File: config.mk
export PLATFORM = sky130hd
export DESIGN_NAME = alu_cmd_driver
export DESIGN_NICKNAME = d
export VERILOG_FILES = /design/src/rtl/alu_cmd_driver.sv
export SDC_FILE = /design/constraint.sdc
export NUM_CORES = 1
export LEC_CHECK = 0
export ABC_AREA = 1
export BUFFER_PORTS_ARGS = -buffer_cell sky130_fd_sc_hd__buf_2
export CORE_UTILIZATION = 40
export CTS_BUF_LIST = sky130_fd_sc_hd__clkbuf_4 sky130_fd_sc_hd__clkbuf_8 sky130_fd_sc_hd__clkbuf_16
export DETAILED_ROUTE_END_ITERATION = 6
export SKIP_CTS_REPAIR_TIMING = 1
export SYNTH_ARGS = -nofsm -noshare
export SYNTH_HDL_FRONTEND = slang
export SYNTH_SLANG_ARGS = --single-unit
File: constraint.sdc
create_clock -name clk -period 2.9 [get_ports clk]
set_input_delay 0.58 -clock clk [delete_from_list [all_inputs] [get_ports clk]]
set_output_delay 0.58 -clock clk [all_outputs]
set_load 0.03 [all_outputs]
File: src/rtl/alu_cmd_driver.sv
// Command-stream initiator and self-checker for the ALU: drives A/B/Opin, waits the
// ALU latency, compares result/zero against an internal model and returns a response.
module alu_cmd_driver #(
    parameter int W           = 32,
    parameter int ALU_LATENCY = 1,
    parameter int CNT_W       = 16
) (
    input  logic             clk,
    input  logic             reset,
    input  logic             cmd_valid,
    output logic             cmd_ready,
    input  logic [W-1:0]     cmd_a,
    input  logic [W-1:0]     cmd_b,
    input  logic [3:0]       cmd_op,
    output logic [W-1:0]     alu_a,
    output logic [W-1:0]     alu_b,
    output logic [3:0]       alu_op,
    input  logic [W-1:0]     alu_result,
    input  logic             alu_zero,
    output logic             rsp_valid,
    input  logic             rsp_ready,
    output logic [W-1:0]     rsp_result,
    output logic             rsp_zero,
    output logic             rsp_mismatch,
    output logic             rsp_illegal,
    output logic [CNT_W-1:0] ops_count,
    output logic [CNT_W-1:0] err_count
);

    localparam int LAT_W = (ALU_LATENCY > 0) ? $clog2(ALU_LATENCY + 1) : 1;

    typedef enum logic [1:0] {
        IDLE = 2'd0,
        EXEC = 2'd1,
        RESP = 2'd2
    } state_t;

    state_t             state_r;
    logic [LAT_W-1:0]   lat_cnt_r;
    logic [W-1:0]       alu_a_r;
    logic [W-1:0]       alu_b_r;
    logic [3:0]         alu_op_r;
    logic               rsp_valid_r;
    logic [W-1:0]       rsp_result_r;
    logic               rsp_zero_r;
    logic               rsp_mismatch_r;
    logic               rsp_illegal_r;
    logic [CNT_W-1:0]   ops_count_r;
    logic [CNT_W-1:0]   err_count_r;
    logic [W-1:0]       exp_s;

    function automatic logic is_legal(input logic [3:0] op);
        case (op)
            4'b0000, 4'b0010, 4'b0100, 4'b0101,
            4'b0110, 4'b0111, 4'b1010: is_legal = 1'b1;
            default:                   is_legal = 1'b0;
        endcase
    endfunction

    function automatic logic [W-1:0] ref_model(input logic [W-1:0] a, input logic [W-1:0] b,
                                               input logic [3:0] op);
        case (op)
            4'b0100: ref_model = a & b;
            4'b0101: ref_model = a | b;
            4'b0110: ref_model = a ^ b;
            4'b0111: ref_model = ~(a | b);
            4'b0000: ref_model = a + b;
            4'b0010: ref_model = a - b;
            4'b1010: ref_model = ($signed(a) < $signed(b)) ? {{(W-1){1'b0}}, 1'b1} : {W{1'b0}};
            default: ref_model = {W{1'b0}};
        endcase
    endfunction

    // Expected result for the operation currently presented to the ALU
    always_comb begin
        exp_s = ref_model(alu_a_r, alu_b_r, alu_op_r);
    end

    // Ready is gated by reset itself so it reads 1 in the very first cycle after reset
    assign cmd_ready = (state_r == IDLE) && !reset;

    // Command/execute/response sequencer with statistics
    always_ff @(posedge clk) begin
        if (reset) begin
            state_r        <= IDLE;
            lat_cnt_r      <= {LAT_W{1'b0}};
            alu_a_r        <= {W{1'b0}};
            alu_b_r        <= {W{1'b0}};
            alu_op_r       <= 4'b0000;
            rsp_valid_r    <= 1'b0;
            rsp_result_r   <= {W{1'b0}};
            rsp_zero_r     <= 1'b0;
            rsp_mismatch_r <= 1'b0;
            rsp_illegal_r  <= 1'b0;
            ops_count_r    <= {CNT_W{1'b0}};
            err_count_r    <= {CNT_W{1'b0}};
        end else begin
            case (state_r)
                IDLE: begin
                    if (cmd_valid) begin
                        if (is_legal(cmd_op)) begin
                            alu_a_r   <= cmd_a;
                            alu_b_r   <= cmd_b;
                            alu_op_r  <= cmd_op;
                            lat_cnt_r <= {LAT_W{1'b0}};
                            state_r   <= EXEC;
                        end else begin
                            // Illegal ops never reach the ALU; answer immediately
                            rsp_result_r   <= {W{1'b0}};
                            rsp_zero_r     <= 1'b0;
                            rsp_mismatch_r <= 1'b0;
                            rsp_illegal_r  <= 1'b1;
                            rsp_valid_r    <= 1'b1;
                            state_r        <= RESP;
                        end
                    end
                end
                EXEC: begin
                    if (lat_cnt_r == LAT_W'(ALU_LATENCY)) begin
                        rsp_result_r   <= alu_result;
                        rsp_zero_r     <= alu_zero;
                        rsp_mismatch_r <= (alu_result != exp_s) ||
                                          (alu_zero != (exp_s == {W{1'b0}}));
                        rsp_illegal_r  <= 1'b0;
                        rsp_valid_r    <= 1'b1;
                        state_r        <= RESP;
                    end else begin
                        lat_cnt_r <= lat_cnt_r + LAT_W'(1);
                    end
                end
                RESP: begin
                    if (rsp_ready) begin
                        rsp_valid_r <= 1'b0;
                        state_r     <= IDLE;
                        if (ops_count_r != {CNT_W{1'b1}}) begin
                            ops_count_r <= ops_count_r + CNT_W'(1);
                        end
                        if ((rsp_mismatch_r || rsp_illegal_r) && (err_count_r != {CNT_W{1'b1}})) begin
                            err_count_r <= err_count_r + CNT_W'(1);
                        end
                    end
                end
                default: begin
                    state_r <= IDLE;
                end
            endcase
        end
    end

    assign alu_a        = alu_a_r;
    assign alu_b        = alu_b_r;
    assign alu_op       = alu_op_r;
    assign rsp_valid    = rsp_valid_r;
    assign rsp_result   = rsp_result_r;
    assign rsp_zero     = rsp_zero_r;
    assign rsp_mismatch = rsp_mismatch_r;
    assign rsp_illegal  = rsp_illegal_r;
    assign ops_count    = ops_count_r;
    assign err_count    = err_count_r;

endmodule

==> impl_metrics.csv <==
group,metric,value,unit
status,run_status,"finished, violations left",
status,violated_checks,"negative setup slack",
global_route,antenna_found_initial,3,
timing,post-route-period-util,102,%
timing,hold_viol_final,0,
setup_path,timing.critical_path.required,3290,ps
yosys,synth-async-reset-ratio,0,%
detailed_routing,drt.antenna.violating_nets,0,
yosys,count_of_different_cell_masters_after_synthesis,49,
floorplan,die_width,180,µm
setup_path,worst_ep_arrival,3340,ps
detailed_routing,num_vias,16200,
detailed_routing,drtPass1Iterations,6,
pwr,ir_drop,0.639,mV
yosys,synth.avg_cell_area,5.83,µm²
setup_path,crit_path_start_kind,"flip-flop",
setup_path,cp.buffers_inverters,1,
layout,commonest_non_fill_non_tap_cell_in_the_layout,"sky130_fd_sc_hd__nand2_1",
clock_network,clockBufferDepth,2,
global_route,grt_pass1_wl,81900,µm
yosys,ys.warnings.count,0,
pwr,power.share.clock,13.5,%
timing,timing.max_slew.rel_slack,51.8,%
detailed_routing,average_routed_wire_per_standard_cell,17.5,µm
setup_path,critical_path_class,"reg -> reg",
placed_design,place_worst_setup_slack,-372,ps
setup_path,timing.critical_path.to_type,"flip-flop",
layout,flow.area_growth_from_synthesis,46.4,%
floorplan,core,0.0309,mm²
yosys,synth_enable_flop_cells,0,
pwr,p_sw,0.00881,W
floorplan,top_level_ports,242,
pwr,cellInternalPower,0.00859,W
floorplan,die_h,180,µm
clock_network,cts_buffers,17,
pwr,power.combinational.fraction,72.5,%
timing,finClkSkew,11.8,ps
clock_network,cts_sinks,139,
layout,area.sequential,0.00282,mm²
yosys,synth_seq_area_share,21.9,%
clock_network,clk_pin_slew,80,ps
timing,post_route_setup_slack,-44.5,ps
pwr,sw_share,50.6,%
yosys,syn_area,0.0127,mm²
setup_path,crit_path_max_fanout,4,
pwr,powerDensity,934,mW/mm²
clock_network,cts_tree,"done",
setup_path,crit_path_cell_trace,"inv_1 > ha_1 > o21ai_0 > a21oi_1 > nand2_1 > a21oi_2 > nand3_1 > nand2_2 > nand2_1 > nand2_2 > nor2_1 > nand3_1 > nor2_2 > nand3_1 > nand2_1 > nand2_1 > nand2_1 > nand2_1 > a21oi_2",
timing,setup_viol_count_final,1,
clock_network,cts_root_buffer,"sky130_fd_sc_hd__clkbuf_16",
placed_design,hpwl,44200,µm
placed_design,port_buffers,241,
detailed_routing,drt-total-wl,55000,µm
timing,setup_total_negative_slack,-44.5,ps
setup_path,reg2reg_from,"alu_a[29]",
yosys,synthesis.instances,2183,
global_route,track_usage,32.5,%
clock_network,cts.htree.levels,4,
floorplan,initial_core_utilization,41.2,%
clock_network,clock_latency,460,ps
floorplan,rows,64,
global_route,met1_use_gr,44.6,%
timing,max_freq,340,MHz
pwr,cellLeakagePower,9.76,nW
setup_path,crit_top_cell,"sky130_fd_sc_hd__nand2_1",
layout,nFillCells,3021,
setup_path,timing.critical_path.slowest_stage_cell,"sky130_fd_sc_hd__o21ai_0",
global_route,first_global_vias,14900,
global_route,overflow,0,
pwr,sequentialPowerShare,13.9,%
worst_hold_path,worst_hold_path_type,"in -> reg",
detailed_routing,drt-initial-drc-count,1409,
timing,worst_slew_pin_slew,716,ps
global_route,globalRoute.busiestLayer,"met2",
timing,slew_violations,0,
layout,finalNetCount,2936,
global_route,globalRouteMet3Util,8.33,%
timing,grt_setup_unrepaired,"yes",
yosys,dominantRegCellSynth,"sky130_fd_sc_hd__dfxtp_1",
yosys,synth.ff_latch_count,139,
layout,antennaDiodeCount,0,
detailed_routing,detail_route.vias_per_cell,5.16,
detailed_routing,remaining_drc_errors,0,
placed_design,gp_congestion,1.00,
global_route,largest_net_degree_at_the_start_of_global_routing,80,
run,maxCapViolCount,0,
setup_path,max_stage_delay,580,ps
layout,top_library_cells_by_usage_in_the_layout_fill_and_taps_aside,"542 x sky130_fd_sc_hd__nand2_1, 376 x sky130_fd_sc_hd__inv_1, 355 x sky130_fd_sc_hd__buf_4",
layout,multiInputGateArea,0.00909,mm²
setup_path,setup.worst_path.start,"alu_a[29]",
floorplan,die_area,0.0325,mm²
yosys,synth.net_count,2388,
global_route,gr-usage-met2,50.9,%
setup_path,crit_family,"simple AND/OR/NAND/NOR gates",
timing,finalWorstPathRequiredPeriod,2940,ps
layout,share_of_final_layout_standard_cells_stronger_than_drive_strength_1,34.1,%
worst_hold_path,hold_start,"cmd_b[5]",
==> cell type report <==
| type | instances | share of cell area, % |
|---|---|---|
| Inverter | 411 | 8.31 |
| Multi-Input combinational cell | 1552 | 48.8 |
| Timing Repair Buffer | 610 | 21.9 |
| Sequential cell | 139 | 15.1 |
| Tap cell | 396 | 2.66 |
| Clock inverter | 15 | 0.967 |
| Clock buffer | 17 | 2.28 |
==> worst paths after layout <==
check	to	slack, ps	depth (start not counted)
worst min register to register	rsp_zero	470	2
worst max register to register	rsp_mismatch	-40	19
worst min-delay path	alu_b[5]	400	3
worst max-delay path	rsp_mismatch	-40	19
==> layer usage <==
layer / up-vias / part of all wire (%)
met5: - / 0.055
met4: 6 / 1.7
met2: 608 / 44
met1: 7470 / 46
li1: 8052 / -
met3: 70 / 8.9
==> per-stage QoR <==
stage	power, W	hold slack, ps	area, µm²	utilization, %	instances
2_1_floorplan	0.00843	450	12700	-	2183
3_3_place_gp	0.0131	447	16700	54.0	3085
3_5_place_dp	0.0132	459	16700	54.0	3085
4_1_cts	0.0156	395	17300	56.0	3117
5_1_grt	0.0185	413	18600	60.3	3140
6_report	0.0174	399	18600	60.3	3140
==> state kept, by name (all words and copies together) (netlist names) <==
signal / cells
alu_a: 32
alu_b: 32
rsp_result: 32
err_count: 16
ops_count: 16
alu_op: 4
state_r: 2
lat_cnt_r: 1
rsp_illegal: 1
rsp_mismatch: 1
rsp_valid: 1
rsp_zero: 1
==> cell families after synthesis <==
logic type / count (synthesis) / synth area share [%]
adder cells (fa/ha/maj): 100 / 9.95
flip-flops: 139 / 21.9
AO/OA/AOI/OAI: 352 / 16.0
AND/OR/NAND/NOR: 1090 / 36.2
XOR/XNOR: 10 / 0.688
buffers and inverters: 492 / 15.3
==> synthesized netlist by cell type, types with 2 or more instances <==
master / number / area, µm²
sky130_fd_sc_hd__o21ai_1: 9 / 45.0
sky130_fd_sc_hd__nor4_1: 6 / 37.5
sky130_fd_sc_hd__buf_6: 5 / 56.3
sky130_fd_sc_hd__a21oi_1: 149 / 746
sky130_fd_sc_hd__nand3_1: 167 / 836
sky130_fd_sc_hd__xor2_1: 3 / 26.3
sky130_fd_sc_hd__a221oi_2: 2 / 30.0
sky130_fd_sc_hd__nor3_2: 2 / 20.0
sky130_fd_sc_hd__o22ai_1: 10 / 62.6
sky130_fd_sc_hd__nor3_1: 35 / 175
sky130_fd_sc_hd__buf_1: 2 / 7.51
sky130_fd_sc_hd__or2_2: 2 / 12.5
sky130_fd_sc_hd__nor2_4: 2 / 22.5
sky130_fd_sc_hd__o21ai_0: 116 / 581
sky130_fd_sc_hd__a211oi_1: 7 / 52.6
sky130_fd_sc_hd__clkinv_1: 2 / 7.51
sky130_fd_sc_hd__clkbuf_2: 2 / 10.0
sky130_fd_sc_hd__buf_2: 25 / 125
sky130_fd_sc_hd__o21bai_1: 5 / 37.5
sky130_fd_sc_hd__buf_4: 9 / 67.6
sky130_fd_sc_hd__xnor2_1: 7 / 61.3
sky130_fd_sc_hd__nand2_1: 600 / 2250
sky130_fd_sc_hd__nor2_1: 203 / 762
sky130_fd_sc_hd__a32oi_1: 31 / 272
sky130_fd_sc_hd__o221ai_1: 10 / 87.6
sky130_fd_sc_hd__nand2_2: 6 / 37.5
sky130_fd_sc_hd__nand4_1: 40 / 250
sky130_fd_sc_hd__a211oi_2: 4 / 50.1
sky130_fd_sc_hd__nor3b_1: 6 / 45.0
sky130_fd_sc_hd__and2_1: 5 / 31.3
sky130_fd_sc_hd__inv_1: 400 / 1500
sky130_fd_sc_hd__inv_2: 9 / 33.8
sky130_fd_sc_hd__fa_1: 2 / 40.0
sky130_fd_sc_hd__dfxtp_1: 139 / 2780
sky130_fd_sc_hd__o211ai_1: 2 / 15.0
sky130_fd_sc_hd__nor2_2: 8 / 50.1
sky130_fd_sc_hd__a21oi_2: 2 / 17.5
sky130_fd_sc_hd__ha_1: 98 / 1230
sky130_fd_sc_hd__nand3_2: 3 / 30.0
sky130_fd_sc_hd__nand3b_1: 2 / 15.0
sky130_fd_sc_hd__clkbuf_1: 38 / 143
==> worst reg2reg max path: cells and delay by family, from the launching register on <==
kind,cells,cell delay [ps]
adders and majority gates,1,360
DFF,1,320
buffers and inverters,1,60
AOI/OAI and AO/OA,4,940
and+or+nand+nor,13,1190
==> power groups by stage <==
| stage | clock (W) | sequential [W] | combinational (W) |
|---|---|---|---|
| final | 0.00236 | 0.00243 | 0.0126 |
| after global routing | 0.00246 | 0.00246 | 0.0136 |
| after CTS | 0.00237 | 0.00239 | 0.0108 |
| after detailed placement | 0 | 0.00243 | 0.0108 |
| after global placement | 0 | 0.00241 | 0.0107 |
| after floorplan | 0 | 0.00302 | 0.00541 |
Note: power is estimated with default switching activity, not from simulation.
